[config.mk]
export PLATFORM = sky130hd
export DESIGN_NAME = dir_mem_rr_sched
export DESIGN_NICKNAME = d
export VERILOG_FILES = /design/src/rtl/dir_mem_rr_sched.sv
export SDC_FILE = /design/constraint.sdc
export NUM_CORES = 1
export LEC_CHECK = 0
export BUFFER_PORTS_ARGS = -buffer_cell sky130_fd_sc_hd__buf_2
export CAP_MARGIN = 20
export CORE_AREA = 2 2 72 74
export CTS_CLUSTER_SIZE = 12
export DETAILED_ROUTE_END_ITERATION = 10
export DIE_AREA = 0 0 74 76
export PLACE_DENSITY = 0.81
export SLEW_MARGIN = 20
export SYNTH_ARGS = -nofsm -noshare
export SYNTH_HDL_FRONTEND = slang
export SYNTH_SLANG_ARGS = --single-unit
[constraint.sdc]
create_clock -name clk -period 2.5 [get_ports clk]
set_input_delay 0.25 -clock clk [delete_from_list [all_inputs] [get_ports clk]]
set_output_delay 0.25 -clock clk [all_outputs]
set_load 0.02 [all_outputs]
[src/rtl/dir_mem_rr_sched.sv]
// Round-robin arbiter sharing the single directory-memory port between NUM_REQ coherence FSMs.
// Optional forced release of a stalled grant is built when DIR_SCHED_TIMEOUT_EN is defined.
package param_pkg;
  localparam int DCACHE_TAG_WIDTH   = 20;
  localparam int DCACHE_INDEX_WIDTH = 6;
  localparam int CPU_ID_WIDTH       = 2;
  localparam int N_CPU              = 4;

  typedef enum logic [1:0] {
    READ_OP    = 2'd0,
    WRITE_OP   = 2'd1,
    UPGRADE_OP = 2'd2,
    EVICT_OP   = 2'd3
  } op_dir_t;
endpackage

module dir_mem_rr_sched
  import param_pkg::*;
#(
  parameter int NUM_REQ        = 4,
  parameter int TIMEOUT_CYCLES = 255
) (
  input  logic                                            clk,
  input  logic                                            resetn,
  input  logic [NUM_REQ-1:0]                              valid_f2d_i,
  input  op_dir_t [NUM_REQ-1:0]                           op_f2d_i,
  input  logic [NUM_REQ-1:0][DCACHE_TAG_WIDTH-1:0]        tag_f2d_i,
  input  logic [NUM_REQ-1:0][DCACHE_INDEX_WIDTH-1:0]      index_f2d_i,
  input  logic [NUM_REQ-1:0][CPU_ID_WIDTH-1:0]            cpu_id_f2d_i,
  input  logic                                            ack_d2f_i,
  input  logic [N_CPU-1:0]                                sharers_d2f_i,
  output logic                                            valid_f2d_o,
  output op_dir_t                                         op_f2d_o,
  output logic [DCACHE_TAG_WIDTH-1:0]                     tag_f2d_o,
  output logic [DCACHE_INDEX_WIDTH-1:0]                   index_f2d_o,
  output logic [CPU_ID_WIDTH-1:0]                         cpu_id_f2d_o,
  output logic [NUM_REQ-1:0]                              ack_d2f_o,
  output logic [NUM_REQ-1:0][N_CPU-1:0]                   sharers_d2f_o,
  output logic [NUM_REQ-1:0]                              grant_o,
  output logic                                            busy_o,
  output logic                                            timeout_o
);

  localparam int IDX_W = (NUM_REQ > 1) ? $clog2(NUM_REQ) : 1;
  localparam int CNT_W = $clog2(TIMEOUT_CYCLES + 1);

  typedef enum logic {IDLE, BUSY} state_t;

  state_t             r_state, w_next_state;
  logic [NUM_REQ-1:0] r_grant, w_next_grant;
  logic [IDX_W-1:0]   r_last, w_next_last;
  logic [IDX_W-1:0]   r_gidx, w_next_gidx;
  logic [IDX_W-1:0]   w_sel, w_idx;
  logic               w_any;
  logic               w_expire;

  // Scan starts one past the last served requester, so it ranks last next time.
  always_comb begin
    w_sel = '0;
    w_idx = '0;
    w_any = 1'b0;
    for (int i = 1; i <= NUM_REQ; i++) begin
      w_idx = IDX_W'((int'(r_last) + i) % NUM_REQ);
      if (!w_any && valid_f2d_i[w_idx]) begin
        w_any = 1'b1;
        w_sel = w_idx;
      end
    end
  end

`ifdef DIR_SCHED_TIMEOUT_EN
  logic [CNT_W-1:0] r_cnt;

  assign w_expire = (r_state == BUSY) && !ack_d2f_i &&
                    (r_cnt == CNT_W'(TIMEOUT_CYCLES - 1));

  always_ff @(posedge clk or negedge resetn) begin
    if (!resetn) begin
      r_cnt <= '0;
    end else if (r_state == IDLE) begin
      r_cnt <= '0;
    end else if (!ack_d2f_i) begin
      r_cnt <= r_cnt + 1'b1;
    end
  end
`else
  assign w_expire = 1'b0;
`endif

  // NOTE: sequential state uses non-blocking assignments so every register samples pre-edge values.
  always_ff @(posedge clk or negedge resetn) begin
    if (!resetn) begin
      r_state <= IDLE;
      r_grant <= '0;
      r_last  <= IDX_W'(NUM_REQ - 1);
      r_gidx  <= '0;
    end else begin
      r_state <= w_next_state;
      r_grant <= w_next_grant;
      r_last  <= w_next_last;
      r_gidx  <= w_next_gidx;
    end
  end

  // NOTE: every output and next-state signal gets a default first, so no path infers a latch.
  always_comb begin
    w_next_state  = r_state;
    w_next_grant  = r_grant;
    w_next_last   = r_last;
    w_next_gidx   = r_gidx;
    valid_f2d_o   = 1'b0;
    op_f2d_o      = READ_OP;
    tag_f2d_o     = '0;
    index_f2d_o   = '0;
    cpu_id_f2d_o  = '0;
    ack_d2f_o     = '0;
    sharers_d2f_o = '0;
    timeout_o     = 1'b0;
    case (r_state)
      IDLE: begin
        if (w_any) begin
          w_next_state = BUSY;
          w_next_grant = {{(NUM_REQ-1){1'b0}}, 1'b1} << w_sel;
          w_next_gidx  = w_sel;
        end
      end
      BUSY: begin
        valid_f2d_o           = valid_f2d_i[r_gidx];
        op_f2d_o              = op_f2d_i[r_gidx];
        tag_f2d_o             = tag_f2d_i[r_gidx];
        index_f2d_o           = index_f2d_i[r_gidx];
        cpu_id_f2d_o          = cpu_id_f2d_i[r_gidx];
        ack_d2f_o[r_gidx]     = ack_d2f_i;
        sharers_d2f_o[r_gidx] = sharers_d2f_i;
        timeout_o             = w_expire;
        // Ack, abandon and forced release all leave through the same IDLE bubble.
        if (ack_d2f_i || !valid_f2d_i[r_gidx] || w_expire) begin
          w_next_state = IDLE;
          w_next_grant = '0;
          w_next_last  = r_gidx;
        end
      end
      default: w_next_state = IDLE;
    endcase
  end

  assign grant_o = r_grant;
  assign busy_o  = (r_state == BUSY);

endmodule
==> flow_metrics.py, run 1 <==
metrics = {
    "run_status": {
        "status": "finished clean",
    },
    "clocking": {
        "cts_hold_buf": 1,
        "tritoncts": "built",
        "path_clk_slew_ns": 0.05,
        "htreeDepth": 1,
        "root_buffer": "clkbuf_8",
        "cts.repair.resized": 0,
        "cts_buffer_depth": 2,
        "clk_latency_ns": 0.23,
        "cts_sinks": 9,
        "cts_made_buffers": 3,
        "cts_setup_buffers": 0,
    },
    "yosys": {
        "syn_nets": 280,
        "synth_area_um2": 1630,
        "yosysMostFrequentCell": "and2_1",
        "yosys_warnings": 0,
        "avgSynthCellArea_um2": 10.9,
        "async_reset_ff_frac": 1.00,
        "synthFlopType": "dfrtp_1",
        "synth_edf_count": 0,
        "synthDistinctLibCells": 33,
        "yosysTopAreaCell": "mux4_2",
        "synth_area_leaders": "mux4_2 (35%), and2_1 (18%), dfrtp_1 (11%)",
        "syn_inst": 149,
        "synth_seq_area_share": 0.140,
        "synth_commonest_cells": "and2_1 (48), mux4_2 (25), nand2_1 (8)",
        "yosysTopAreaCellShare": 0.346,
        "synth_seq_cells": 9,
    },
    "sta": {
        "hold_slack_ns": 0.371,
        "rsz0062_at_grt": "false",
        "worst_clock_skew_ns": 0.00265,
        "fmax_mhz": 433,
        "layout_min_cycle_time_ns": 2.31,
        "setup_tns_ns": 0,
        "worstMarginPinSlew_ns": 0.558,
        "drv_slew": 0,
        "period_share": 0.923,
        "relSlewSlack": 0.628,
        "finalHoldViolCount": 0,
        "setup_viol": 0,
    },
    "pwr": {
        "combPwrFrac": 0.805,
        "p_total_mw": 2.81,
        "p_seq_frac": 0.135,
        "switching_power_mw": 1.39,
        "power_leakage_nw": 1.41,
        "pwr-share-clk": 0.060,
        "p_per_area_nw_per_um2": 1060,
        "p_int_mw": 1.42,
        "irDropWorstVdd_uv": 555,
        "swShare": 0.495,
    },
    "die": {
        "start_util": 0.332,
        "die-area_um2": 5620,
        "ios": 188,
        "core-area_um2": 4910,
        "die_w_um": 74,
        "dieHeight_um": 76,
        "rows": 26,
    },
    "global_routing": {
        "grt_max_degree": 23,
        "grt_pass1_wl_mm": 9.40,
        "grt_usage": 0.209,
        "grt_pass1_vias": 2044,
        "antenna_found_initial": 0,
        "gr-total-overflow": 0,
    },
    "routing": {
        "drc": 0,
        "drt_first_iter_violations": 61,
        "vias_per_cell": 4.89,
        "vias": 1960,
        "ant_nets": 0,
        "wl_per_cell_um": 15.1,
        "wirelength_mm": 6.06,
        "first_pass_iters": 4,
    },
    "finish": {
        "fin_nets": 463,
        "drive_gt1_frac": 0.674,
        "diodes": 0,
        "multiInputGateArea_um2": 1290,
        "fillers": 466,
        "areaGrowthSynthToFinish_pct": 62.0,
        "layout.area.seq_um2": 229,
        "post-route-cell-area_um2": 2640,
    },
    "critical_path": {
        "crit_fanout": 22,
        "critPathArrivalTime_ns": 2.06,
        "max_stage_delay_ns": 0.72,
        "crit_type": "flip-flop to output pin",
        "end_kind": "output pin",
        "critPathRequiredTime_ns": 2.25,
        "slowest_stage": "dfrtp_2",
        "crit_chain": "buf_12 > mux4_2 > and2_1 > buf_2",
        "r2r_slack_ns": 0.50,
        "cp-start-kind": "flip-flop",
    },
    "placed_design": {
        "io_buffers": 186,
        "dpl_cell_area_um2": 2580,
        "dp_hpwl_mm": 5.16,
        "gp_congestion": 0.826,
    },
    "worst_hold_path": {
        "hold_path.class": "input pin to flip-flop",
    },
    "flow_run": {
        "max_cap_violations": 0,
    },
}
## layer usage
metal / wire (um) / track usage / vias to the layer above
met4: 214 / 0.0891 / 0
met3: 411 / 0.0251 / 20
met1: 2240 / 0.225 / 915
met5: 0 / 0 / -
li1: - / - / 928
met2: 3200 / 0.392 / 97
## path summary, 6_finish.rpt
kind | start | end | cells after the start
max | r_gidx[0] | tag_f2d_o[16] | 4
min | ack_d2f_i | busy_o | 3
max reg2reg | r_gidx[0] | r_last[0] | 4
min reg2reg | r_last[1] | r_last[1] | 2
max in group asynchronous | resetn | r_last[1] | 2
min in group asynchronous | resetn | grant_o[1] | 2
## sequential cells by signal (all words and copies together) (netlist names)
signal and count:
grant_o 4, r_gidx 2, r_last 2, busy_o 1
## power by group through the flow
| stage | registers [mW] | clock network (mW) | logic, mW |
|---|---|---|---|
| 4_1_cts | 0.384 | 0.175 | 2.28 |
| 5_1_grt | 0.406 | 0.178 | 2.42 |
| 2_1_floorplan | 0.325 | 0 | 1.74 |
| 3_5_place_dp | 0.387 | 0 | 2.27 |
| 6_report | 0.379 | 0.170 | 2.26 |
| 3_3_place_gp | 0.382 | 0 | 2.23 |
## through the flow
step,worst slack (ns),cells,utilization
finish,0.192,401,0.537
global route,0.0584,401,0.537
CTS,0.158,401,0.537
detailed placement,0.407,396,0.526
global placement,0.453,396,0.526
floorplan,0.885,149,-
## layout make-up
type | count | share of cell area
Sequential cell | 9 | 0.0868
Clock buffer | 4 | 0.0171
Multi-Input combinational cell | 125 | 0.487
Timing Repair Buffer | 191 | 0.373
Inverter | 2 | 0.00284
Tap cell | 70 | 0.0332
## placed cells by master, fill, tap and decap left out, types with 2 or more instances in the layout
cell	synthesis	layout
nand2_1	8	8
nor3b_1	2	2
buf_2	3	186
nor2_1	5	5
and2_1	48	48
dfrtp_1	7	6
mux4_2	25	25
buf_4	2	3
mux4_1	5	5
dfstp_2	2	2
a21o_1	2	2
inv_1	2	2
nand2b_1	5	5
clkbuf_8	0	3
mux2i_1	3	3
nor3_1	2	2
o22ai_1	4	4
o21ai_0	3	3
## critical path: cells and delay by family (launching register included)
kind	cells	cell delay [ns]
multiplexers	1	0.52
AND/OR/NAND/NOR	1	0.16
flip-flops	1	0.72
buffers and inverters	2	0.40
## cell families after synthesis
| group | count (synthesis) | share of synthesized area |
|---|---|---|
| multiplexers | 34 | 0.452 |
| flip-flops | 9 | 0.140 |
| buffers and inverters | 15 | 0.0707 |
| AND/OR/NAND/NOR | 74 | 0.266 |
| AO/OA/AOI/OAI | 16 | 0.0699 |
| other | 1 | 0.00230 |
Note: power is estimated with default switching activity, not from simulation.
==> inputs of run 2 (changes only) <==
--- a/constraint.sdc
+++ b/constraint.sdc
@@ -3,2 +3,2 @@
 set_output_delay 0.25 -clock clk [all_outputs]
-set_load 0.02 [all_outputs]
+set_load 0.05 [all_outputs]
==> flow_metrics.py, run 2 (same netlist as run 1, synthesis figures left out) <==
metrics = {
    "global_routing": {
        "antenna_found_initial": 0,
        "gr-total-overflow": 0,
        "grt_max_degree": 23,
        "grt-busiest-layer": "met2",
        "grt_pass1_vias": 2091,
        "grt_pass1_wl_mm": 9.42,
        "grtUsageMet3": 0.0265,
        "grtUsageMet2": 0.390,
        "met1_usage": 0.226,
        "grt_usage": 0.207,
    },
    "placed_design": {
        "placedCellCount": 396,
        "gp_congestion": 0.826,
        "dp_hpwl_mm": 5.17,
        "dpl_cell_area_um2": 2580,
        "io_buffers": 186,
        "pre_cts_ws_ns": 0.330,
    },
    "sta": {
        "fin_ws_ns": 0.118,
        "drv_slew": 0,
        "period_share": 0.953,
        "fmax_mhz": 420,
        "relSlewSlack": 0.627,
        "layout_min_cycle_time_ns": 2.38,
        "setup_viol": 0,
        "setup_tns_ns": 0,
        "rsz0062_at_grt": "false",
        "worst_clock_skew_ns": 0.00267,
        "finalHoldViolCount": 0,
        "hold_slack_ns": 0.382,
        "worstMarginPinSlew_ns": 0.560,
    },
    "routing": {
        "wl_per_cell_um": 15.1,
        "vias": 1992,
        "drc": 0,
        "drt_first_iter_violations": 60,
        "first_pass_iters": 4,
        "vias_per_cell": 4.97,
        "wirelength_mm": 6.07,
        "ant_nets": 0,
    },
    "critical_path": {
        "crit_chain": "buf_12 > mux4_2 > and2_1 > buf_2",
        "cp-start-kind": "flip-flop",
        "end_kind": "output pin",
        "r2r_start": "r_gidx[0]",
        "slowest_stage": "dfrtp_2",
        "critPathArrivalTime_ns": 2.13,
        "cp_top_family": "flip-flops",
        "max_stage_delay_ns": 0.72,
        "critPathRequiredTime_ns": 2.25,
        "reg2reg_depth": 4,
        "crit_fanout": 22,
        "crit_buf_inv": 2,
        "crit_type": "flip-flop to output pin",
        "r2r_end": "r_last[0]",
        "r2r_slack_ns": 0.50,
    },
    "finish": {
        "drive_gt1_frac": 0.674,
        "layout.area.seq_um2": 229,
        "multiInputGateArea_um2": 1290,
        "diodes": 0,
        "areaGrowthSynthToFinish_pct": 62.0,
        "post-route-cell-area_um2": 2640,
        "largest_reg_flops": 4,
        "fin_nets": 463,
        "finalNonFillerCells": 401,
        "fillers": 462,
        "fin_util": 0.537,
        "layout_commonest_cell": "buf_2",
        "layout_common_cells": "buf_2 (186), and2_1 (48), mux4_2 (25)",
    },
    "die": {
        "ios": 188,
        "start_util": 0.332,
        "rows": 26,
        "die_w_um": 74,
        "core-area_um2": 4910,
        "dieHeight_um": 76,
        "die-area_um2": 5620,
    },
    "clocking": {
        "root_buffer": "clkbuf_8",
        "cts_buffer_depth": 2,
        "htreeDepth": 1,
        "cts_setup_buffers": 0,
        "cts.repair.resized": 0,
        "clk_latency_ns": 0.23,
        "cts_made_buffers": 3,
        "cts_sinks": 9,
        "path_clk_slew_ns": 0.04,
        "tritoncts": "built",
    },
    "flow_run": {
        "max_cap_violations": 0,
    },
    "worst_hold_path": {
        "worstHoldEndpoint": "busy_o",
        "hold_depth": 3,
        "min_from": "ack_d2f_i",
        "hold_path.class": "input pin to flip-flop",
    },
    "run_status": {
        "status": "finished clean",
    },
    "pwr": {
        "power_leakage_nw": 1.41,
        "irDropWorstVdd_uv": 796,
        "p_per_area_nw_per_um2": 1400,
        "p_total_mw": 3.70,
    },
}
[run 2: cell counts in the layout (fill, tap and decap cells not counted)]
Identical to the previous run, type by type.
[run 2: worst max path at each step]
stage	depth (start not counted)	from	slack, ns	end
after floorplan	3	busy_o	0.14	ack_d2f_o[1]
after global placement	4	r_gidx[0]	0.40	tag_f2d_o[17]
after detailed placement	4	r_gidx[0]	0.33	tag_f2d_o[16]
after CTS	4	r_gidx[0]	0.08	tag_f2d_o[16]
after global routing	4	r_gidx[0]	0.006	sharers_d2f_o[2]
final	4	r_gidx[0]	0.12	tag_f2d_o[16]
[run 2: area by class of cell]
cell class                 instances  area share
multi-input combinational        125       0.487
timing repair buffer             191       0.373
sequential                         9      0.0868
tap                               70      0.0332
clock buffer                       4      0.0171
inverter                           2     0.00284
[run 2: what timing repair did]
action / CTS / global route
hold endpoints to repair: 7 / 0
hold buffers: 1 / 0
setup endpoints to repair: 0 / 0
[run 2: where the power goes]
part / total [mW] / switching, mW / leakage (nW) / internal [mW]
Combinational: 3.15 / 2.08 / 1.28 / 1.07
Clock: 0.164 / 0.0532 / 0.0228 / 0.111
Sequential: 0.379 / 0.148 / 0.108 / 0.232
Total: 3.70 / 2.28 / 1.41 / 1.42
[run 2: routing by layer]
metal | wire length, um | share of wire
met2 | 3290 | 0.54
met1 | 2190 | 0.36
met3 | 418 | 0.069
met5 | 0 | 0
met4 | 174 | 0.029
[run 2: worst reg2reg max path: cells and delay by family, from the launching register on]
family	cells	cell delay (ns)
flip-flops	1	0.72
multiplexers	1	0.36
AO/OA/AOI/OAI	1	0.32
buffers and inverters	1	0.27
AND/OR/NAND/NOR	1	0.26
==> inputs of run 3 (changes only) <==
- CORE_AREA: 2 2 72 74 -> 2 2 73 75
- CTS_BUF_LIST: default -> sky130_fd_sc_hd__clkbuf_8
- DIE_AREA: 0 0 74 76 -> 0 0 75 77
- PLACE_DENSITY: 0.81 -> 0.79
==> flow_metrics.py, run 3 (same netlist as run 1, synthesis figures left out) <==
metrics = {
    "run_status": {
        "status": "finished clean",
    },
    "die": {
        "die_w_um": 75,
        "die-area_um2": 5780,
        "dieHeight_um": 77,
        "rows": 26,
        "core-area_um2": 4980,
        "ios": 188,
        "start_util": 0.327,
    },
    "critical_path": {
        "crit_type": "flip-flop to output pin",
        "crit_start": "r_gidx[0]",
        "r2r_end": "r_last[0]",
        "critPathArrivalTime_ns": 1.89,
        "r2r_slack_ns": 0.85,
        "reg2reg_depth": 4,
        "setup.worst_path.end": "op_f2d_o[1]",
        "r2r_start": "r_gidx[0]",
        "critPathRequiredTime_ns": 2.25,
        "crit_fanout": 19,
        "cp-start-kind": "flip-flop",
        "end_kind": "output pin",
    },
    "finish": {
        "fillers": 462,
        "drive_gt1_frac": 0.675,
        "multiInputGateArea_um2": 1290,
        "layout.area.seq_um2": 229,
        "fin_nets": 464,
        "layout_commonest_cell": "buf_2",
        "largest_reg_flops": 4,
        "areaGrowthSynthToFinish_pct": 61.7,
        "diodes": 0,
        "finalNonFillerCells": 402,
        "layout_common_cells": "buf_2 (186), and2_1 (48), mux4_2 (25)",
    },
    "clocking": {
        "clk_latency_ns": 0.24,
        "cts_made_buffers": 3,
        "root_buffer": "clkbuf_8",
        "htreeDepth": 1,
        "path_clk_slew_ns": 0.04,
        "tritoncts": "built",
        "cts.repair.resized": 0,
        "cts_buffer_depth": 2,
        "cts_setup_buffers": 0,
        "cts_sinks": 9,
    },
    "sta": {
        "hold_slack_ns": 0.358,
        "setup_viol": 0,
        "period_share": 0.856,
        "worst_clock_skew_ns": 0.00496,
        "fmax_mhz": 467,
        "setup_tns_ns": 0,
        "finalHoldViolCount": 0,
        "fin_ws_ns": 0.360,
        "drv_slew": 0,
        "layout_min_cycle_time_ns": 2.14,
        "rsz0062_at_grt": "false",
    },
    "placed_design": {
        "pre_cts_ws_ns": 0.582,
        "gp_congestion": 0.781,
        "io_buffers": 186,
        "dp_hpwl_mm": 4.82,
        "placedCellCount": 397,
    },
    "routing": {
        "first_pass_iters": 4,
        "ant_nets": 0,
        "vias": 1968,
        "wl_per_cell_um": 14.4,
        "drc": 0,
        "vias_per_cell": 4.90,
        "wirelength_mm": 5.79,
        "drt_first_iter_violations": 36,
    },
    "pwr": {
        "switching_power_mw": 2.26,
        "p_total_mw": 3.66,
        "power_leakage_nw": 1.42,
        "irDropWorstVdd_uv": 848,
        "p_seq_frac": 0.085,
        "swShare": 0.617,
        "combPwrFrac": 0.869,
        "pwr-share-clk": 0.046,
        "p_int_mw": 1.40,
        "p_per_area_nw_per_um2": 1390,
    },
    "flow_run": {
        "max_cap_violations": 0,
    },
    "global_routing": {
        "grt_usage": 0.191,
        "grt_max_degree": 21,
        "grt_pass1_vias": 1954,
        "gr-total-overflow": 0,
        "antenna_found_initial": 0,
        "grt_pass1_wl_mm": 8.82,
    },
    "worst_hold_path": {
        "hold_path.class": "input pin to flip-flop",
    },
}
## run 3: changes by cell type in the layout (fill, tap and decap cells not counted), sizes merged
cell / before / now
buf: 190 / 191
clkbuf: 4 / 3
inv: 2 / 3
## run 3: layout make-up
| class | instances | area share |
|---|---|---|
| Multi-Input combinational cell | 125 | 0.488 |
| Sequential cell | 9 | 0.0869 |
| Inverter | 2 | 0.00285 |
| Clock buffer | 3 | 0.0157 |
| Timing Repair Buffer | 192 | 0.371 |
| Clock inverter | 1 | 0.00143 |
| Tap cell | 70 | 0.0333 |
## run 3: worst min-delay path by stage
stage | startpoint | to | slack, ns | cells after the start
detailed placement | resetn | grant_o[2] | 0.11 | 1
finish | ack_d2f_i | busy_o | 0.36 | 3
global placement | resetn | grant_o[3] | 0.10 | 1
floorplan | resetn | busy_o | -0.05 | 0
global route | ack_d2f_i | busy_o | 0.38 | 3
CTS | ack_d2f_i | busy_o | 0.36 | 3
## run 3: routing by layer
layer | wire, um | vias up | GRT usage
li1 | - | 930 | -
met1 | 2230 | 943 | 0.231
met2 | 3110 | 93 | 0.356
met3 | 439 | 2 | 0.0223
met4 | 13 | 0 | 0.0286
met5 | 0 | - | 0
## run 3: metrics by stage
stage | utilization | area (um2)
after floorplan | - | 1630
after global placement | 0.518 | 2580
after CTS | 0.529 | 2630
after detailed placement | 0.518 | 2580
after global routing | 0.529 | 2630
final | 0.529 | 2630
## run 3: what timing repair did
item                       4_1_cts  5_1_grt
setup endpoints to repair        0        0
hold endpoints to repair         7        0
hold buffers                     1        0
## run 3: power by group through the flow
stage          Combinational (mW)  Sequential, mW  Clock (mW)
3_5_place_dp                 3.19           0.314           0
4_1_cts                      3.20           0.312       0.168
2_1_floorplan                2.53           0.417           0
5_1_grt                      3.39           0.326       0.173
6_report                     3.18           0.311       0.169
3_3_place_gp                 3.15           0.315           0
## run 3: worst max-delay path, stage by stage, from the launching register on
cell	delay, ns
dfrtp_2	0.34
buf_4	0.32
mux4_1	0.61
and2_1	0.17
buf_2	0.20
